$ cat config.mk
export PLATFORM = sky130hd
export DESIGN_NAME = mc_sequencer
export DESIGN_NICKNAME = d
export VERILOG_FILES = /design/src/rtl/mc_sequencer_pkg.sv /design/src/rtl/mc_wait_timer.sv /design/src/rtl/mc_sequencer.sv
export SDC_FILE = /design/constraint.sdc
export NUM_CORES = 1
export LEC_CHECK = 0
export ABC_AREA = 1
export BUFFER_PORTS_ARGS = -buffer_cell sky130_fd_sc_hd__buf_4
export CAP_MARGIN = 20
export CORE_MARGIN = 3
export CORE_UTILIZATION = 54
export DETAILED_ROUTE_END_ITERATION = 6
export GPL_TIMING_DRIVEN = 0
export PLACE_DENSITY_LB_ADDON = 0.25
export SYNTH_ARGS = -nofsm -noshare
export SYNTH_HDL_FRONTEND = slang
export SYNTH_HIERARCHICAL = 1
export SYNTH_SLANG_ARGS = --single-unit
$ cat constraint.sdc
create_clock -name clk -period 2.3 [get_ports clk]
set_clock_uncertainty 0.1 [all_clocks]
set_input_delay 0.23 -clock clk [delete_from_list [all_inputs] [get_ports clk]]
set_output_delay 0.23 -clock clk [all_outputs]
set_load 0.05 [all_outputs]
$ cat src/rtl/mc_sequencer_pkg.sv
//------------------------------------------------------------------------------
// mc_sequencer_pkg: state, fault and RV32I opcode encodings | rev 1.0
//------------------------------------------------------------------------------
`default_nettype none

package mc_sequencer_pkg;

  localparam logic [2:0] ST_FETCH  = 3'd0;
  localparam logic [2:0] ST_DECODE = 3'd1;
  localparam logic [2:0] ST_EXEC   = 3'd2;
  localparam logic [2:0] ST_MEM    = 3'd3;
  localparam logic [2:0] ST_WB     = 3'd4;
  localparam logic [2:0] ST_HALT   = 3'd7;

  localparam logic [1:0] FLT_NONE    = 2'b00;
  localparam logic [1:0] FLT_ILLEGAL = 2'b01;
  localparam logic [1:0] FLT_IMEM_TO = 2'b10;
  localparam logic [1:0] FLT_DMEM_TO = 2'b11;

  localparam logic [6:0] OP_R      = 7'b0110011;
  localparam logic [6:0] OP_LOAD   = 7'b0000011;
  localparam logic [6:0] OP_IMM    = 7'b0010011;
  localparam logic [6:0] OP_STORE  = 7'b0100011;
  localparam logic [6:0] OP_BRANCH = 7'b1100011;
  localparam logic [6:0] OP_JAL    = 7'b1101111;
  localparam logic [6:0] OP_JALR   = 7'b1100111;
  localparam logic [6:0] OP_LUI    = 7'b0110111;
  localparam logic [6:0] OP_AUIPC  = 7'b0010111;
  localparam logic [6:0] OP_NOP    = 7'b0000000;

  localparam logic [1:0] WDSEL_LOAD = 2'b11;

  function automatic logic op_legal(input logic [6:0] op);
    case (op)
      OP_R, OP_LOAD, OP_IMM, OP_STORE, OP_BRANCH,
      OP_JAL, OP_JALR, OP_LUI, OP_AUIPC, OP_NOP: return 1'b1;
      default:                                   return 1'b0;
    endcase
  endfunction

endpackage

`default_nettype wire

$ cat src/rtl/mc_wait_timer.sv
//------------------------------------------------------------------------------
// mc_wait_timer: memory-wait counter with clear, enable and terminal count | rev 1.0
//------------------------------------------------------------------------------
`default_nettype none

module mc_wait_timer #(
  parameter int TO_W    = 8,
  parameter int TIMEOUT = 200
) (
  input  logic clk,
  input  logic rstn,
  input  logic clr,
  input  logic en,
  output logic tc
);

  localparam logic [TO_W-1:0] TC_VAL = TO_W'(TIMEOUT - 1);

  logic [TO_W-1:0] count;

  always_ff @(posedge clk) begin
    if (!rstn) begin
      count <= '0;
    end else if (clr) begin
      count <= '0;
    end else if (en) begin
      count <= count + TO_W'(1);
    end
  end

  assign tc = (count == TC_VAL);

endmodule

`default_nettype wire

$ cat src/rtl/mc_sequencer.sv
//------------------------------------------------------------------------------
// mc_sequencer: multi-cycle RV32I control sequencer (FETCH/DECODE/EXEC/MEM/WB) | rev 1.0
//------------------------------------------------------------------------------
`default_nettype none

module mc_sequencer
  import mc_sequencer_pkg::*;
#(
  parameter int CNT_W   = 32,
  parameter int TO_W    = 8,
  parameter int TIMEOUT = 200
) (
  input  logic             clk,
  input  logic             rstn,
  input  logic             run,
  input  logic [6:0]       Op,
  input  logic             dec_regwrite,
  input  logic             dec_memwrite,
  input  logic [1:0]       dec_wdsel,
  output logic             imem_req,
  input  logic             imem_ready,
  output logic             dmem_req,
  output logic             dmem_we,
  input  logic             dmem_ready,
  output logic             ir_we,
  output logic             mdr_we,
  output logic             rf_we,
  output logic             pc_we,
  output logic [2:0]       state,
  output logic             halted,
  output logic [1:0]       fault,
  output logic [CNT_W-1:0] cycle_cnt,
  output logic [CNT_W-1:0] instret_cnt
);

  logic [2:0] next_state;
  logic [1:0] next_fault;
  logic       is_load;
  logic       is_store;
  logic       wait_clr;
  logic       wait_en;
  logic       wait_tc;

  assign is_load  = (dec_wdsel == WDSEL_LOAD);
  assign is_store = dec_memwrite;
  assign halted   = (state == ST_HALT);

  // Timer only runs while a request is outstanding; any other state keeps it cleared.
  always_comb begin
    wait_clr = 1'b1;
    wait_en  = 1'b0;
    case (state)
      ST_FETCH: begin
        wait_clr = !run || imem_ready;
        wait_en  = run && !imem_ready;
      end
      ST_MEM: begin
        wait_clr = dmem_ready;
        wait_en  = !dmem_ready;
      end
      default: ;
    endcase
  end

  mc_wait_timer #(
    .TO_W    (TO_W),
    .TIMEOUT (TIMEOUT)
  ) u_wait_timer (
    .clk  (clk),
    .rstn (rstn),
    .clr  (wait_clr),
    .en   (wait_en),
    .tc   (wait_tc)
  );

  always_ff @(posedge clk) begin
    if (!rstn) begin
      state <= ST_FETCH;
      fault <= FLT_NONE;
    end else begin
      state <= next_state;
      fault <= next_fault;
    end
  end

  always_comb begin
    next_state = state;
    next_fault = fault;
    case (state)
      ST_FETCH: begin
        if (run) begin
          if (imem_ready) begin
            next_state = ST_DECODE;
          end else if (wait_tc) begin
            next_state = ST_HALT;
            next_fault = FLT_IMEM_TO;
          end
        end
      end
      ST_DECODE: begin
        if (!op_legal(Op)) begin
          next_state = ST_HALT;
          next_fault = FLT_ILLEGAL;
        end else begin
          next_state = ST_EXEC;
        end
      end
      ST_EXEC: begin
        if (is_load || is_store) next_state = ST_MEM;
        else if (dec_regwrite)   next_state = ST_WB;
        else                     next_state = ST_FETCH;
      end
      ST_MEM: begin
        if (dmem_ready) begin
          next_state = is_store ? ST_FETCH : ST_WB;
        end else if (wait_tc) begin
          next_state = ST_HALT;
          next_fault = FLT_DMEM_TO;
        end
      end
      ST_WB:   next_state = ST_FETCH;
      ST_HALT: next_state = ST_HALT;
      default: next_state = ST_HALT;
    endcase
  end

  // Strobes are held low while rstn is asserted so an aborted access never commits.
  always_comb begin
    imem_req = 1'b0;
    ir_we    = 1'b0;
    dmem_req = 1'b0;
    dmem_we  = 1'b0;
    mdr_we   = 1'b0;
    rf_we    = 1'b0;
    pc_we    = 1'b0;
    if (rstn) begin
      case (state)
        ST_FETCH: begin
          imem_req = run;
          ir_we    = run && imem_ready;
        end
        ST_EXEC: pc_we = !(is_load || is_store) && !dec_regwrite;
        ST_MEM: begin
          dmem_req = 1'b1;
          dmem_we  = is_store;
          mdr_we   = dmem_ready && !is_store;
          pc_we    = dmem_ready && is_store;
        end
        ST_WB: begin
          rf_we = 1'b1;
          pc_we = 1'b1;
        end
        default: ;
      endcase
    end
  end

  always_ff @(posedge clk) begin
    if (!rstn) begin
      cycle_cnt   <= '0;
      instret_cnt <= '0;
    end else begin
      if (!halted) cycle_cnt   <= cycle_cnt + CNT_W'(1);
      if (pc_we)   instret_cnt <= instret_cnt + CNT_W'(1);
    end
  end

endmodule

`default_nettype wire

==> results.json, run 1 <==
{
  "root_buffer": "clkbuf_8",
  "dieArea_um2": 9600,
  "critPathRequiredTime_ns": 1.97,
  "hold_viol": 0,
  "hp-class": "input pin to flip-flop",
  "die_w_um": 98.0,
  "io_buffer_count": 92,
  "netlist_instances": 749,
  "synth_edf_count": 0,
  "ys_ff_latch": 77,
  "status": "complete, no violations",
  "grt_pass1_vias": 4609,
  "drc": 0,
  "drive_above_1_share_pct": 17.5,
  "synth-seq-area-share_pct": 33.7,
  "grt_busiest_layer": "met2",
  "crit_type": "flip-flop to output port",
  "critPathTopFamily": "simple AND/OR/NAND/NOR gates",
  "slew_violations": 0,
  "antenna_found_initial": 0,
  "ir_drop_v": 0.000679,
  "cts_hold_buf": 0,
  "dp.final_hpwl_mm": 9.38,
  "critical_path_arrival_ns": 1.85,
  "clk_pin_slew_ns": 0.07,
  "postRouteAntennaNets": 0,
  "grt_overflow": 0,
  "post-cts-setup-buffers": 0,
  "hold_ws_ns": 0.121,
  "synth_area_per_cell_um2": 6.10,
  "setup_ws_ns": 0.119,
  "cts_resized": 0,
  "wirelength_mm": 12.3,
  "leakage_nw": 2.39,
  "gr-usage-met3_pct": 5.57,
  "finalInstanceArea_um2": 5600,
  "worstPathMaxFanout": 10,
  "floorplan.die.height_um": 98.0,
  "synth_cell_type_count": 31,
  "first_iter_violations": 275,
  "antenna_cells": 0,
  "utilization_pct": 70.2,
  "netlist_area_um2": 4570,
  "grt_pass1_wl_mm": 20.8,
  "period_share_pct": 94.8,
  "max_freq_ghz": 0.459,
  "nets": 872,
  "area_growth_pct": 22.5,
  "place_area_um2": 5400,
  "grtUsageMet2_pct": 42.4,
  "core_area_um2": 7970,
  "min_period_ns": 2.18,
  "pre_cts_slack_ns": 0.148,
  "yosysWarnings": 6,
  "io_pins": 93,
  "slew_headroom_pct": 52.0,
  "vias": 5087,
  "critPathLaunchType": "flip-flop",
  "wl_per_cell_um": 12.8,
  "ys.flop_type": "dfxtp_1",
  "power.total_mw": 3.44,
  "via_per_inst": 5.30,
  "clock_path_buffers": 2,
  "cp_cell_sequence": "nand2_2, nor2_2, nand2_1, nand2_2, nor2_4, nor2_8, buf_6, buf_4",
  "r2r_slack_ns": 0.26,
  "crit_path_frequent_cell": "nand2_2",
  "p_per_area_nw_per_um2": 615,
  "setup_viol": 0,
  "grt_max_degree": 13,
  "syn_nets": 769,
  "clk_latency_ns": 0.35,
  "crit_buf_inv": 2,
  "initial_core_util_pct": 57.3,
  "grt.total_usage_pct": 25.7,
  "grtUsageMet1_pct": 33.5,
  "clock_sinks": 77,
  "drt-pass1-iter-count": 5,
  "async_flop_share_pct": 0,
  "grt_setup_unrepaired": "false",
  "end_kind": "output port",
  "slowest_stage": "dfxtp_1",
  "tritoncts": "done",
  "htreeDepth": 3,
  "worstMarginPinSlew_ns": 0.720,
  "rows": 32,
  "finalWeightedCongestion": 0.950,
  "numCtsBuffers": 9,
  "slowest_delay_ns": 0.47,
  "cap_violations": 0
}
[per-layer routing]
metal / part of all wire, % / wire, um
met5: 0 / 0
met2: 46 / 5700
met3: 8.8 / 1080
met1: 43 / 5300
met4: 2.0 / 242
[cells in the final DEF (no fill, tap or decap), drive strengths merged]
cell type,instances
nand2,242
inv,97
nand4,9
nor3b,4
clkbuf,19
nor3,16
o21ai,27
xnor2,5
buf,97
a31oi,3
xor2,9
a21oi,48
nor2,145
o21bai,1
ha,4
nand3b,1
nor4,3
bufinv,1
nand3,45
dfxtp,77
clkinv,4
[power breakdown]
| part | switching [mW] | internal, mW | leakage [nW] |
|---|---|---|---|
| Combinational | 0.679 | 0.293 | 1.67 |
| Clock | 0.496 | 0.502 | 0.0943 |
| Sequential | 0.0828 | 1.39 | 0.622 |
[logic make-up (layout without fill, tap and decap cells)]
| kind of cell | Yosys count | count (layout) | share of synthesized area [%] |
|---|---|---|---|
| AOI/OAI and AO/OA | 79 | 79 | 9.69 |
| xor gates and xnor gates | 14 | 14 | 2.68 |
| adders and majority gates | 4 | 4 | 1.10 |
| buffers and inverters | 110 | 218 | 10.0 |
| DFF | 77 | 77 | 33.7 |
| and+or+nand+nor | 465 | 465 | 42.8 |
[state kept, by name (all words and copies together) (netlist names)]
name	count
cycle_cnt	32
fault	2
state	3
u_wait_timer/count	8
instret_cnt	32
[through the flow]
stage | TNS, ns | instances
after CTS | 0 | 959
after floorplan | -0.00758 | 749
after global routing | 0 | 959
after global placement | 0 | 943
final | 0 | 959
after detailed placement | 0 | 943
[worst min-delay path, delay by kind of cell]
| family | cells | cell delay (ns) |
|---|---|---|
| buf+inv | 1 | 0.10 |
| compound gates | 2 | 0.20 |
[synth_stat cells, drive strengths merged (5+ instances only)]
cell type / instances / area (um2)
a21oi: 48 / 282
dfxtp: 77 / 1540
inv: 97 / 369
nor3: 16 / 80.1
xnor2: 5 / 43.8
nand2: 242 / 941
xor2: 9 / 78.8
o21ai: 27 / 135
nor2: 145 / 586
nand3: 45 / 235
nand4: 9 / 56.3
buf: 5 / 58.8
clkbuf: 7 / 26.3
[path summary, 6_finish.rpt]
| path | cells after the start | end | start |
|---|---|---|---|
| min | 3 | state[0]$_SDFFE_PN0N_ | imem_ready |
| max reg2reg | 9 | u_wait_timer/count[0]$_SDFFE_PP0P_ | state[0]$_SDFFE_PN0N_ |
| min reg2reg | 2 | fault[1]$_SDFFE_PN0P_ | fault[1]$_SDFFE_PN0P_ |
| max | 8 | pc_we | state[0]$_SDFFE_PN0N_ |
[area by class of cell]
type                    instances  area (um2)
multi-input cells             562        2590
fillers                       719        2370
flip-flops and latches         77        1540
repair buffers                 92         691
inverters                      98         373
clock buffers                  12         135
well taps                     102         128
plain buffers                  12        85.1
clock inverters                 4        48.8
No activity file was read; power rests on OpenSTA's default activity.
==> inputs of run 2 (changes only) <==
--- a/config.mk
+++ b/config.mk
@@ -8,11 +8,14 @@
 export ABC_AREA = 1
 export BUFFER_PORTS_ARGS = -buffer_cell sky130_fd_sc_hd__buf_4
 export CAP_MARGIN = 20
+export CELL_PAD_IN_SITES_DETAIL_PLACEMENT = 2
+export CELL_PAD_IN_SITES_GLOBAL_PLACEMENT = 2
 export CORE_MARGIN = 3
-export CORE_UTILIZATION = 54
+export CORE_UTILIZATION = 29
 export DETAILED_ROUTE_END_ITERATION = 6
 export GPL_TIMING_DRIVEN = 0
 export PLACE_DENSITY_LB_ADDON = 0.25
+export SKIP_LAST_GASP = 1
 export SYNTH_ARGS = -nofsm -noshare
 export SYNTH_HDL_FRONTEND = slang
 export SYNTH_HIERARCHICAL = 1
==> results.json, run 2 (synthesis results as in run 1) <==
{
  "first_iter_violations": 161,
  "min_period_ns": 2.19,
  "wirelength_mm": 17.7,
  "hp-start": "imem_ready",
  "hp-class": "input pin to flip-flop",
  "end_kind": "output port",
  "clk_pin_slew_ns": 0.06,
  "wl_met1_mm": 7.52,
  "numCtsBuffers": 9,
  "postRouteAntennaNets": 0,
  "cap_violations": 0,
  "vias": 5168,
  "grt_pass1_wl_mm": 29.3,
  "fin_tns_setup_ns": 0,
  "area_growth_pct": 28.8,
  "initial_core_util_pct": 29.8,
  "hold_ws_ns": 0.117,
  "slew_violations": 0,
  "nets": 874,
  "routed-wl-met3_um": 431,
  "pre_cts_slack_ns": 0.00762,
  "dieArea_um2": 17300,
  "finalWeightedCongestion": 0.848,
  "cp-startpoint": "state[1]$_SDFFE_PN0N_",
  "htreeDepth": 3,
  "mostFrequentLayoutCell": "nand2_1",
  "core_area_um2": 15300,
  "slew_headroom_pct": 43.3,
  "antenna_found_initial": 0,
  "antenna_cells": 0,
  "grt_max_degree": 13,
  "io_buffer_count": 92,
  "grt_overflow": 0,
  "tritoncts": "done",
  "slowest_delay_ns": 0.40,
  "grt.total_usage_pct": 20.7,
  "via_per_inst": 4.83,
  "critPathRequiredTime_ns": 1.97,
  "slowest_stage": "dfxtp_2",
  "leakage_nw": 2.46,
  "drc": 0,
  "die_w_um": 132,
  "clock_path_buffers": 2,
  "period_share_pct": 95.4,
  "cp_cell_sequence": "nand2_2, nor2_2, nand2_1, nand2_2, nor2_4, nor2_8, buf_6, buf_6",
  "floorplan.die.height_um": 132,
  "setup_viol": 0,
  "crit_buf_inv": 2,
  "max_freq_ghz": 0.456,
  "worstReg2RegStart": "instret_cnt[1]$_SDFFE_PN0P_",
  "clock_sinks": 77,
  "critPathLaunchType": "flip-flop",
  "crit_type": "flip-flop to output port",
  "ir_drop_v": 0.000334,
  "clk_latency_ns": 0.35,
  "critPathTopFamily": "simple AND/OR/NAND/NOR gates",
  "grt_pass1_vias": 5791,
  "io_pins": 93,
  "largest_registers": "cycle_cnt x32, instret_cnt x32, u_wait_timer/count x8",
  "final_cell_mix": "nand2_1 (229), nor2_1 (137), inv_1 (95)",
  "highest_layer": "met4",
  "p_per_area_nw_per_um2": 685,
  "dp.final_hpwl_mm": 13.8,
  "hold_viol": 0,
  "status": "complete, no violations",
  "critical_path_arrival_ns": 1.86,
  "wl_met2_mm": 9.46,
  "drive_above_1_share_pct": 18.4,
  "drt-pass1-iter-count": 4,
  "rows": 45,
  "setup_ws_ns": 0.106,
  "cts_hold_buf": 0,
  "wl_per_cell_um": 16.5,
  "worstMarginPinSlew_ns": 0.851,
  "worstPathMaxFanout": 10,
  "root_buffer": "clkbuf_16"
}
## run 2: stage by stage
stage	area, um2	power, mW	std cells	util (%)
after floorplan	4590	2.19	749	-
after global placement	5540	2.48	1052	36.2
after detailed placement	5540	2.52	1052	36.2
after CTS	5860	4.06	1068	38.2
after global routing	5880	4.24	1070	38.4
final	5880	4.03	1070	38.4
## run 2: what timing repair did
| item | in CTS | in global routing |
|---|---|---|
| endpoints found under the setup margin | 4 | 3 |
| gates resized for setup | 3 | 4 |
| pin swaps | 0 | 0 |
| setup buffers | 0 | 2 |
## run 2: routing by layer
layer / vias to the layer above / track usage, %
li1: 2549 / -
met1: 2531 / 23.8
met2: 73 / 39.5
met3: 15 / 2.64
met4: 0 / 6.18
met5: - / 0
## run 2: worst paths after layout
kind	to	slack [ns]	depth (start not counted)
min reg2reg	fault[1]$_SDFFE_PN0P_	0.37	2
max	pc_we	0.11	8
min	state[0]$_SDFFE_PN0N_	0.12	3
max reg2reg	instret_cnt[20]$_SDFFE_PN0P_	0.24	8
## run 2: layout make-up
class,instances,area (um2)
Sequential cell,77,1540
Fill cell,1937,9430
Buffer,12,86.3
Clock buffer,12,267
Inverter,98,373
Timing Repair Buffer,94,709
Clock inverter,4,45.0
Tap cell,211,264
Multi-Input combinational cell,562,2590
## run 2: where the power goes
part,total (mW),switching [mW],internal (mW),leakage [nW]
Clock,1.53,0.601,0.925,0.158
Sequential,1.48,0.0819,1.39,0.622
Combinational,1.03,0.720,0.308,1.68
## run 2: worst reg2reg max path: cells and delay by family (launching register included)
family | cells | cell delay, ns
and+or+nand+nor | 6 | 1.01
DFF | 1 | 0.39
adders and majority gates | 1 | 0.25
AOI/OAI and AO/OA | 1 | 0.20
==> inputs of run 3 (changes only) <==
--- a/config.mk
+++ b/config.mk
@@ -14,7 +14,7 @@
 export CORE_UTILIZATION = 29
 export DETAILED_ROUTE_END_ITERATION = 6
 export GPL_TIMING_DRIVEN = 0
-export PLACE_DENSITY_LB_ADDON = 0.25
+export PLACE_DENSITY_LB_ADDON = 0.1
 export SKIP_LAST_GASP = 1
 export SYNTH_ARGS = -nofsm -noshare
 export SYNTH_HDL_FRONTEND = slang
==> results.json, run 3 (synthesis results as in run 1) <==
{
  "hold_end": "state[0]$_SDFFE_PN0N_",
  "cp_cell_sequence": "nor2_1, nand2_1, nand2_2, nor2_4, nor2_8, buf_6, buf_4",
  "tritoncts": "done",
  "antenna_found_initial": 0,
  "power.total_mw": 3.91,
  "floorplan.die.height_um": 132,
  "place_area_um2": 5540,
  "critPathTopFamily": "simple AND/OR/NAND/NOR gates",
  "hold_path_depth": 3,
  "p_comb_share_pct": 26.6,
  "mostFrequentLayoutCell": "nand2_1",
  "final_cell_mix": "nand2_1 (228), nor2_1 (137), inv_1 (95)",
  "max_freq_ghz": 0.459,
  "critical_path_arrival_ns": 1.85,
  "rows": 45,
  "instances_no_fill": 1070,
  "clkPwrFrac_pct": 35.6,
  "cap_violations": 0,
  "hp-class": "input pin to flip-flop",
  "hold_ws_ns": 0.116,
  "fillCellCount": 1907,
  "postRouteAntennaNets": 0,
  "wirelength_mm": 17.1,
  "htreeDepth": 3,
  "grt_overflow": 0,
  "setup_viol": 0,
  "clk_latency_ns": 0.35,
  "utilization_pct": 38.2,
  "reg2reg_to": "instret_cnt[20]$_SDFFE_PN0P_",
  "crit_type": "flip-flop to output port",
  "p_int_mw": 2.46,
  "first_iter_violations": 214,
  "slew_headroom_pct": 48.9,
  "die_w_um": 132,
  "p_per_area_nw_per_um2": 667,
  "dp.final_hpwl_mm": 13.4,
  "area_growth_pct": 28.1,
  "status": "complete, no violations",
  "grt.total_usage_pct": 20.0,
  "clk_pin_slew_ns": 0.06,
  "hold_viol": 0,
  "end_kind": "output port",
  "r2r.worst_path.cells": 8,
  "slowest_delay_ns": 0.35,
  "crit_buf_inv": 2,
  "wl_per_cell_um": 16.0,
  "p_switching_mw": 1.45,
  "core_area_um2": 15300,
  "initial_core_util_pct": 29.8,
  "finalInstanceArea_um2": 5850,
  "worstPathMaxFanout": 10,
  "worstReg2RegStart": "instret_cnt[1]$_SDFFE_PN0P_",
  "drt-pass1-iter-count": 4,
  "numCtsBuffers": 9,
  "clock_path_buffers": 2,
  "cts_hold_buf": 0,
  "io_pins": 93,
  "dp.cells": 1052,
  "hp-start": "imem_ready",
  "ir_drop_v": 0.000321,
  "drc": 0,
  "critPathRequiredTime_ns": 1.97,
  "leakage_nw": 2.43,
  "worstMarginPinSlew_ns": 0.767,
  "root_buffer": "clkbuf_16",
  "antenna_cells": 0,
  "io_buffer_count": 92,
  "r2r_slack_ns": 0.18,
  "switching_share_pct": 37.0,
  "grt_pass1_wl_mm": 28.4,
  "via_per_inst": 4.78,
  "drive_above_1_share_pct": 18.4,
  "largest_registers": "cycle_cnt x32, instret_cnt x32, u_wait_timer/count x8",
  "dieArea_um2": 17300,
  "vias": 5119,
  "slew_violations": 0,
  "nets": 874,
  "slowest_stage": "dfxtp_2",
  "critPathLaunchType": "flip-flop",
  "grt_pass1_vias": 5594,
  "grt_max_degree": 14,
  "min_period_ns": 2.18,
  "period_share_pct": 94.8,
  "p_seq_share_pct": 37.8,
  "finalWeightedCongestion": 0.842,
  "clock_sinks": 77
}
## run 3: changes by cell type in the layout (fill, tap and decap cells not counted), sizes merged
cell / previous run / this run
bufinv: 1 / 0
clkbuf: 19 / 17
clkinv: 4 / 5
clkinvlp: 0 / 2
## run 3: power by group through the flow
stage / combinational (mW) / clock, mW / sequential [mW]
after floorplan: 0.524 / 0 / 1.67
after global placement: 0.979 / 0 / 1.50
after detailed placement: 1.02 / 0 / 1.50
after CTS: 1.03 / 1.43 / 1.47
after global routing: 1.14 / 1.48 / 1.49
final: 1.04 / 1.39 / 1.48
## run 3: cell type report
class                           instances  area [um2]  share of cell area [%]
Clock inverter                          6        38.8                   0.663
Tap cell                              211         264                    4.51
Sequential cell                        77        1540                    26.4
Clock buffer                           10         239                    4.08
Buffer                                 12        85.1                    1.45
Inverter                               98         373                    6.37
Timing Repair Buffer                   94         706                    12.1
Multi-Input combinational cell        562        2600                    44.5
## run 3: tightest hold or removal path, stage by stage
cell and delay [ns]:
buf_4 0.10, a21oi_1 0.05, a31oi_1 0.14
## run 3: worst max path at each step
stage                          start                            endpoint  slack [ns]  cells past startpoint
2_1_floorplan  state[1]$_SDFFE_PN0N_                            imem_req      -0.008                      3
3_3_place_gp                    rstn                            imem_req        0.11                      6
3_5_place_dp   state[1]$_SDFFE_PN0N_  u_wait_timer/count[0]$_SDFFE_PP0P_        0.01                      9
4_1_cts        state[1]$_SDFFE_PN0N_                               pc_we        0.02                      8
5_1_grt        state[0]$_SDFFE_PN0N_                               pc_we       -0.02                      7
6_report       state[0]$_SDFFE_PN0N_                               pc_we        0.12                      7
## run 3: stage by stage
stage          setup WS (ns)  TNS (ns)
3_5_place_dp          0.0109         0
2_1_floorplan       -0.00758  -0.00758
4_1_cts               0.0153         0
3_3_place_gp           0.110         0
5_1_grt              -0.0200   -0.0327
6_report               0.119         0
## run 3: per-layer routing
| layer | GRT usage, % | up-vias | routed length, um |
|---|---|---|---|
| li1 | - | 2547 | - |
| met4 | 6.13 | 0 | 246 |
| met1 | 24.9 | 2497 | 7840 |
| met3 | 3.14 | 15 | 483 |
| met5 | 0 | - | 0 |
| met2 | 35.2 | 60 | 8550 |
## run 3: timing repair
action                                  CTS  global route
setup buffers                             0             2
cloned                                    0             0
gates resized for setup                   1             5
hold endpoints to repair                  0             0
endpoints found under the setup margin    2            10
